--- config.mk ---
export PLATFORM = sky130hd
export DESIGN_NAME = peripheral_rx_assembler_flat
export DESIGN_NICKNAME = d
export VERILOG_FILES = /design/src/rtl/peripheral_rx_assembler_if.sv /design/src/rtl/peripheral_rx_assembler.sv /design/src/flat_wrapper.sv
export SDC_FILE = /design/constraint.sdc
export NUM_CORES = 1
export LEC_CHECK = 0
export CAP_MARGIN = 5
export CORE_MARGIN = 2
export CORE_UTILIZATION = 48
export DETAILED_ROUTE_END_ITERATION = 7
export MAX_ROUTING_LAYER = met4
export PLACE_DENSITY_LB_ADDON = 0.05
export SETUP_SLACK_MARGIN = 0.05
export SKIP_LAST_GASP = 1
export SLEW_MARGIN = 5
export SYNTH_ARGS = -nofsm -noshare
export SYNTH_HDL_FRONTEND = slang
export SYNTH_SLANG_ARGS = --single-unit
--- constraint.sdc ---
create_clock -name clk -period 1.87 [get_ports clk]
set_input_delay 0.4675 -clock clk [delete_from_list [all_inputs] [get_ports clk]]
set_output_delay 0.4675 -clock clk [all_outputs]
set_load 0.02 [all_outputs]
--- src/rtl/peripheral_rx_assembler_if.sv ---
// Byte-in / word-out signal bundle between the UART receiver, the frame
// assembler and the command FIFO.
interface peripheral_rx_assembler_if;
  logic [7:0]  rx_data;
  logic        rx_valid;
  logic        full_flag;
  logic        err_clear;
  logic        fifo_wr_en;
  logic [31:0] fifo_data_out;
  logic        frame_done;
  logic        frame_abort;
  logic        overrun_err;

  modport master (
    output rx_data, rx_valid, full_flag, err_clear,
    input  fifo_wr_en, fifo_data_out, frame_done, frame_abort, overrun_err
  );

  modport slave (
    input  rx_data, rx_valid, full_flag, err_clear,
    output fifo_wr_en, fifo_data_out, frame_done, frame_abort, overrun_err
  );
endinterface

--- src/rtl/peripheral_rx_assembler.sv ---
// Rebuilds address/data frames (4+4 bytes, MSB first) from received bytes and
// pushes them into the command FIFO as two back-to-back 32-bit writes.
module peripheral_rx_assembler #(
  parameter int BYTES_PER_WORD = 4,
  parameter int TIMEOUT_CYCLES = 1000
) (
  input logic                      clk,
  input logic                      rst_n,
  peripheral_rx_assembler_if.slave bus
);

  typedef enum logic [2:0] {
    IDLE,
    COLLECT_ADDR,
    COLLECT_DATA,
    WRITE_ADDR,
    WRITE_DATA
  } state_t;

  localparam logic [1:0]  LAST_BYTE = 2'(BYTES_PER_WORD - 1);
  localparam logic [15:0] TMO_LIMIT = 16'(TIMEOUT_CYCLES);

  state_t      state_q, state_d;
  logic [31:0] addr_q, addr_d;
  logic [31:0] data_q, data_d;
  logic [1:0]  cnt_q, cnt_d;
  logic [15:0] tmo_q, tmo_d;
  logic        ovr_q, ovr_d;

  logic        wr_en;
  logic [31:0] wr_data;
  logic        done;
  logic        abort;
  logic        tmo_hit;
  logic        writing;

  assign tmo_hit = (tmo_q == TMO_LIMIT);
  assign writing = (state_q == WRITE_ADDR) || (state_q == WRITE_DATA);

  always_comb begin
    // NOTE: every signal gets a default before the case so no path leaves it
    // unassigned; otherwise synthesis infers a latch.
    state_d = state_q;
    addr_d  = addr_q;
    data_d  = data_q;
    cnt_d   = cnt_q;
    tmo_d   = '0;
    ovr_d   = ovr_q;
    wr_en   = 1'b0;
    wr_data = '0;
    done    = 1'b0;
    abort   = 1'b0;

    // A byte that lands while a frame is being written is lost; set beats clear.
    if (bus.rx_valid && writing) begin
      ovr_d = 1'b1;
    end else if (bus.err_clear) begin
      ovr_d = 1'b0;
    end

    unique case (state_q)
      IDLE: begin
        if (bus.rx_valid) begin
          addr_d  = {addr_q[23:0], bus.rx_data};
          cnt_d   = 2'd1;
          state_d = COLLECT_ADDR;
        end
      end

      COLLECT_ADDR, COLLECT_DATA: begin
        if (bus.rx_valid) begin
          if (state_q == COLLECT_ADDR) begin
            addr_d = {addr_q[23:0], bus.rx_data};
          end else begin
            data_d = {data_q[23:0], bus.rx_data};
          end
          if (cnt_q == LAST_BYTE) begin
            cnt_d   = 2'd0;
            state_d = (state_q == COLLECT_ADDR) ? COLLECT_DATA : WRITE_ADDR;
          end else begin
            cnt_d = cnt_q + 2'd1;
          end
        end else if (tmo_hit) begin
          // Drop the partial frame so no orphan address ever reaches the FIFO.
          addr_d  = '0;
          data_d  = '0;
          cnt_d   = 2'd0;
          abort   = 1'b1;
          state_d = IDLE;
        end else begin
          tmo_d = tmo_q + 16'd1;
        end
      end

      WRITE_ADDR: begin
        wr_data = addr_q;
        if (!bus.full_flag) begin
          wr_en   = 1'b1;
          state_d = WRITE_DATA;
        end
      end

      WRITE_DATA: begin
        wr_data = data_q;
        if (!bus.full_flag) begin
          wr_en   = 1'b1;
          done    = 1'b1;
          state_d = IDLE;
        end
      end

      default: state_d = IDLE;
    endcase
  end

  always_ff @(posedge clk or negedge rst_n) begin
    if (!rst_n) begin
      state_q <= IDLE;
      addr_q  <= '0;
      data_q  <= '0;
      cnt_q   <= 2'd0;
      tmo_q   <= '0;
      ovr_q   <= 1'b0;
    end else begin
      // NOTE: non-blocking assignments so every register samples the values
      // from before this edge, independent of statement order.
      state_q <= state_d;
      addr_q  <= addr_d;
      data_q  <= data_d;
      cnt_q   <= cnt_d;
      tmo_q   <= tmo_d;
      ovr_q   <= ovr_d;
    end
  end

  assign bus.fifo_wr_en    = wr_en;
  assign bus.fifo_data_out = wr_data;
  assign bus.frame_done    = done;
  assign bus.frame_abort   = abort;
  assign bus.overrun_err   = ovr_q;

endmodule

--- src/flat_wrapper.sv ---
// flat-port wrapper written by rule: the top's interface ports become plain ports
module peripheral_rx_assembler_flat 
#(
  parameter int BYTES_PER_WORD = 4,
  parameter int TIMEOUT_CYCLES = 1000
)
  (clk, rst_n, bus_rx_data, bus_rx_valid, bus_full_flag, bus_err_clear, bus_fifo_wr_en, bus_fifo_data_out, bus_frame_done, bus_frame_abort, bus_overrun_err);
  peripheral_rx_assembler_if bus_i ();
  input logic clk;
  input logic rst_n;
  input wire logic [$bits(bus_i.rx_data)-1:0] bus_rx_data;
  input wire logic [$bits(bus_i.rx_valid)-1:0] bus_rx_valid;
  input wire logic [$bits(bus_i.full_flag)-1:0] bus_full_flag;
  input wire logic [$bits(bus_i.err_clear)-1:0] bus_err_clear;
  output wire logic [$bits(bus_i.fifo_wr_en)-1:0] bus_fifo_wr_en;
  output wire logic [$bits(bus_i.fifo_data_out)-1:0] bus_fifo_data_out;
  output wire logic [$bits(bus_i.frame_done)-1:0] bus_frame_done;
  output wire logic [$bits(bus_i.frame_abort)-1:0] bus_frame_abort;
  output wire logic [$bits(bus_i.overrun_err)-1:0] bus_overrun_err;
  assign bus_i.rx_data = bus_rx_data;
  assign bus_i.rx_valid = bus_rx_valid;
  assign bus_i.full_flag = bus_full_flag;
  assign bus_i.err_clear = bus_err_clear;
  assign bus_fifo_wr_en = bus_i.fifo_wr_en;
  assign bus_fifo_data_out = bus_i.fifo_data_out;
  assign bus_frame_done = bus_i.frame_done;
  assign bus_frame_abort = bus_i.frame_abort;
  assign bus_overrun_err = bus_i.overrun_err;
  peripheral_rx_assembler #(.BYTES_PER_WORD(BYTES_PER_WORD), .TIMEOUT_CYCLES(TIMEOUT_CYCLES)) u_core (.clk(clk), .rst_n(rst_n), .bus(bus_i));
endmodule
* Yosys cells after proc, flatten, opt, wreduce, memory -nomap -nowiden
Index checks and enable logic that the tools add are counted.
Storage, ports and cells: flip-flop bits (word level) 86, latch bits 0, RAM bits 0, memory bits (read-only) 0, input port bits 13, output and inout port bits 36, logic and storage cells 65, memories kept 0
Cells by class: add/sub/neg operators 2, multipliers 0, divide/modulo/power cells 0, $lt $le $gt $ge 0, equality and inequality tests 13, shift-type cells 0, muxes and demuxes 32, bitwise logic cells 0, reduce and logical (&&, ||, !) cells 12
Operators with widths (count):
- 32-bit two-way mux | 6
- 32-bit one-hot mux with 2 select lines | 2
- 16-bit two-way mux | 3
- 3-bit two-way mux | 6
- 16-bit by 1-bit adder with 16-bit output, second input constant | 1
- 16-bit by 10-bit equality test with 1-bit output, second input constant | 1
- 3-bit one-hot mux with 4 select lines | 1
- 1-bit two-way mux | 9
- 3-bit by 2-bit inequality test with 1-bit output, second input constant | 3
- 2-bit two-way mux | 4
- 2-bit inequality test, second input constant | 4
- 3-bit by 2-bit equality test with 1-bit output, second input constant | 2
- 3-bit AND reduction | 2
- 2-bit nonzero test | 3
- 5-bit AND reduction | 1
- 2-bit one-hot mux with 2 select lines | 1
- 4-bit AND reduction | 1
- 2-bit OR reduction | 2
- 3-bit by 1-bit equality test with 1-bit output, second input constant | 1
- 3-bit equality test, second input constant | 1
- 3-bit zero test | 1
- 2-bit by 1-bit adder with 2-bit output, second input constant | 1
- 2-bit equality test, second input constant | 1
- 1-bit logical AND | 1
- 1-bit logical OR | 1

* Depth between registers and ports, before layout
depth after elaboration 5, depth in mapped cells 8

* Least setup slack after synthesis
No wires, ideal clock.
kind register -> output, start point reg u_core.state_q[2], end point out bus_frame_done, arrival time 1.663 ns, data required time 1.402 ns, path slack -0.261 ns, cell stages (with the launch flop) 5, path buffers 2, cells stage by stage dfrtp_1 > clkbuf_1 > nor3b_2 > clkbuf_1 > nor2b_1
Between the ends: longest elaborated chain between the ends 2
RTL lines:
- start, declared | RTL line peripheral_rx_assembler.sv:23 | state_t state_q, state_d;
- start signal, assigned | RTL line peripheral_rx_assembler.sv:127 | state_q <= state_d;
- 3-bit equality test | RTL line peripheral_rx_assembler.sv:61 | unique case (state_q)
- 1-bit two-way mux | RTL line peripheral_rx_assembler.sv:61
- end, declared | RTL line flat_wrapper.sv:17 | output wire logic [$bits(bus_i.frame_done)-1:0] bus_frame_done;
Every way passes these cells.

* Final worst setup path
start point reg u_core.state_q[1], end point out bus_fifo_data_out[31]
Between the ends: longest elaborated chain between the ends 2, elaborated cells on any way between the ends 3, those cells by class eq/ne: 2; mux: 1
RTL lines:
- 3-bit equality test / 3-bit by 2-bit equality test with 1-bit output (equally long branches) | RTL line peripheral_rx_assembler.sv:61
- 32-bit one-hot mux with 2 select lines * | RTL line peripheral_rx_assembler.sv:61
- end, declared | RTL line flat_wrapper.sv:16 | output wire logic [$bits(bus_i.fifo_data_out)-1:0] bus_fifo_data_out;
Every way passes the cells marked *; elsewhere a longest branch is shown, timed or not.

==> out/summary.json <==
{
  "outcome": {"value": "finished with violations"},
  "failed_checks": {"value": "setup timing"},
  "root_buffer": {"value": "clkbuf_8"},
  "post_drt_wl_per_cell": {"value": 18.0, "unit": "um"},
  "antenna_found_initial": {"value": 0},
  "crit_path_top_delay_cell": {"value": "dfrtp_2"},
  "critical_path.most_common_cell": {"value": "buf_12"},
  "timing.final.ws_setup": {"value": -0.291, "unit": "ns"},
  "drtAntennaViolNets": {"value": 0},
  "detailedPlacementHpwl": {"value": 5970, "unit": "um"},
  "overflow": {"value": 0},
  "drv_slew": {"value": 0},
  "global_route.usage.met2": {"value": 0.335},
  "fmax": {"value": 463, "unit": "MHz"},
  "timing.critical_path.max_delay_family": {"value": "flip-flops"},
  "placementRows": {"value": 33},
  "use_met1": {"value": 0.327},
  "crit_required": {"value": 1.40, "unit": "ns"},
  "postSynth.topFlopCell": {"value": "dfrtp_1"},
  "irDropWorstVdd": {"value": 1260, "unit": "uV"},
  "power_per_cell_area": {"value": 1270, "unit": "mW/mm2"},
  "finish.cell_count_without_fillers": {"value": 585},
  "die_h": {"value": 94.8, "unit": "um"},
  "critPathKind": {"value": "flip-flop to primary output"},
  "ordered_list_of_cells_on_the_worst_path": {"value": "nor3b_4 > buf_12 > buf_12 > a22o_1 > buf_6"},
  "initial_util": {"value": 0.489},
  "distinct_cell_type_count_after_synthesis": {"value": 41},
  "crit_path_start_kind": {"value": "flip-flop"},
  "area_delta_synth_final": {"value": 43.5, "unit": "%"},
  "layout_worst_path_cycle_share": {"value": 1.16},
  "synthCells": {"value": 376},
  "drive_above_1_share": {"value": 0.360},
  "syn_avg_cell_area": {"value": 10.5, "unit": "um2"},
  "drtPass1Iterations": {"value": 4},
  "synth-edff-count": {"value": 0},
  "rr_worst_depth": {"value": 8},
  "die_width": {"value": 94.8, "unit": "um"},
  "first_global_vias": {"value": 3079},
  "class_of_the_tightest_hold_or_removal_check": {"value": "input pin to async pin"},
  "ys_seq_elements": {"value": 86},
  "grt_most_used_layer": {"value": "met2"},
  "antenna_diode_count": {"value": 0},
  "post-route-drc-count": {"value": 0},
  "numPortBuffers": {"value": 48},
  "end_kind": {"value": "primary output"},
  "maximum_buffer_depth_of_the_clock_tree": {"value": 2},
  "cts_inserted_buffers": {"value": 9},
  "cp_num_buf_inv": {"value": 3},
  "grt_start_max_net_pins": {"value": 38},
  "nFillCells": {"value": 619},
  "timing_hold_violations_final": {"value": 0},
  "grt_pass1_wl": {"value": 15400, "unit": "um"},
  "setup_repair_after_global_routing_missed_its_margin": {"value": "true"},
  "multi_input_area": {"value": 0.00186, "unit": "mm2"},
  "slew-limit-headroom": {"value": 0.682},
  "cts_max_level": {"value": 3},
  "post_synth_instance_area": {"value": 0.00396, "unit": "mm2"},
  "async_flop_share": {"value": 1.00},
  "groute.usage.overall": {"value": 0.228},
  "power.static_leakage": {"value": 2.59, "unit": "nW"},
  "worst-endpoint-arrival": {"value": 1.69, "unit": "ns"},
  "groute.layer.met3.usage": {"value": 0.0415},
  "path_clk_slew": {"value": 0.08, "unit": "ns"},
  "critical_path_peak_fanout": {"value": 10},
  "post_drt_via_cell_ratio": {"value": 5.74},
  "timing_worst_slew_pin_value": {"value": 0.477, "unit": "ns"},
  "design.portCount": {"value": 49},
  "clock_sink_count": {"value": 86},
  "finalWeightedCongestion": {"value": 0.787},
  "final_period_minus_worst_setup_slack": {"value": 2.16, "unit": "ns"},
  "seq_area_frac_synth": {"value": 0.544},
  "finalClockSkew": {"value": 0.0120, "unit": "ns"},
  "holdBufCountCts": {"value": 0},
  "num_vias": {"value": 3357},
  "timing.final.setup_violations": {"value": 69},
  "critical_path_depth": {"value": 5},
  "ff_latch_area": {"value": 0.00216, "unit": "mm2"},
  "num-nets-final": {"value": 492},
  "insertion_delay": {"value": 0.36, "unit": "ns"},
  "synth_warnings": {"value": 0},
  "die_area": {"value": 0.00899, "unit": "mm2"},
  "cpPeakStageDelay": {"value": 0.45, "unit": "ns"},
  "first_iter_violations": {"value": 219},
  "post-place-cells": {"value": 553},
  "dpl_worst_slack": {"value": -0.425, "unit": "ns"},
  "syn_nets": {"value": 392},
  "core_region_area": {"value": 0.00809, "unit": "mm2"},
  "tritoncts": {"value": "done"},
  "drt_wl_total": {"value": 10500, "unit": "um"},
  "number_of_maximum_capacitance_constraint_violations": {"value": 0}
}
-- final timing paths --
check | slack [ns] | startpoint | endpoint
max | -0.29 | u_core.state_q[1] | bus_fifo_data_out[31]
min | 0.07 | rst_n | u_core.tmo_q[4]
max reg2reg | -0.09 | u_core.state_q[1] | u_core.addr_q[15]
min reg2reg | 0.50 | u_core.data_q[24] | u_core.data_q[24]
max in group asynchronous | 1.26 | rst_n | u_core.data_q[4]
min in group clk | 0.50 | u_core.data_q[24] | u_core.data_q[24]
-- cell type report --
cell class              count  share of cell area
multi-input cells         260               0.327
clock inverters             6              0.0126
well taps                 105              0.0231
flip-flops and latches     86               0.380
clock buffers               9              0.0218
repair buffers            115               0.233
inverters                   4             0.00264
-- cell usage after synthesis, types with 2 or more instances --
library cell	count	area, um2
o21ai_1	18	90.1
nor2_1	22	82.6
clkbuf_1	11	41.3
buf_2	12	60.1
xor2_1	10	87.6
o21ai_0	19	95.1
ha_1	3	37.5
a211oi_1	2	15.0
and3_1	5	31.3
a21oi_1	3	15.0
nand3_1	8	40.0
nor2b_1	4	25.0
nand2_1	73	274
a211o_1	2	17.5
xnor2_1	2	17.5
dfrtp_1	86	2150
buf_6	3	33.8
nor3_1	2	10.0
nand4_1	2	12.5
inv_1	4	15.0
a22o_1	64	561
or3_1	2	12.5
-- sequential cells by signal, indices dropped and copies added (netlist names) --
signal	flops
u_core.cnt_q	2
u_core.bus.overrun_err	1
u_core.state_q	3
u_core.addr_q	32
u_core.tmo_q	16
u_core.data_q	32
-- cells by family (layout without fill, tap and decap cells) --
logic type	Yosys count	in the layout	synth area share
and+or+nand+nor	126	126	0.149
AOI/OAI and AO/OA	117	117	0.228
DFF	86	86	0.544
buffers and inverters	30	134	0.0379
xor gates and xnor gates	12	12	0.0266
adders and majority gates	3	3	0.00949
muxes	2	2	0.00537
-- routing by layer --
layer	up-vias	part of all wire
met1	1686	0.46
met5	-	0
met4	0	0.011
li1	1557	-
met3	9	0.058
met2	105	0.47
-- metrics by stage --
step | hold slack [ns] | power [mW] | setup TNS (ns) | utilization | instance area [um2]
2_1_floorplan | 0.172 | 4.34 | -0.0647 | - | 3990
3_3_place_gp | 0.459 | 5.24 | -19.53 | 0.608 | 4920
3_5_place_dp | 0.464 | 5.30 | -20.66 | 0.608 | 4920
4_1_cts | 0.0837 | 6.60 | -14.80 | 0.639 | 5170
5_1_grt | 0.0922 | 7.62 | -15.29 | 0.702 | 5680
6_report | 0.0678 | 7.23 | -10.53 | 0.702 | 5680
-- what timing repair did --
item                                    CTS  global route
gates resized for setup                 111           173
pin swaps                                 0            32
endpoints found under the setup margin   78           118
setup buffers                             0             7
cloned                                    0            10
-- layout by cell type (no fill, tap or decap), types with 2 or more instances in the layout --
cell,instances
nand4_1,2
inv_1,4
nand2_4,4
buf_4,43
a211oi_1,2
buf_12,10
and3_1,5
a22o_1,61
clkbuf_16,8
xor2_1,10
dfrtp_2,3
or3_1,2
buf_8,2
o21ai_2,9
o21ai_1,25
a21oi_1,3
nor3b_4,2
a211o_1,2
clkinvlp_4,2
nand2_2,18
o21ai_0,3
inv_6,2
clkdlybuf4s50_1,12
dfrtp_1,83
and4_4,2
a22o_4,3
nor2b_1,2
nand2_1,51
ha_1,2
xnor2_1,2
nand3_1,8
nor2_1,20
buf_6,40
clkbuf_8,9
-- where the power goes --
group / internal, mW / switching [mW] / total (mW)
clock network: 0.622 / 0.709 / 1.33
registers: 2.39 / 0.505 / 2.90
logic: 1.56 / 1.44 / 3.00
total: 4.57 / 2.66 / 7.23
(Power assumes the default switching activity.)
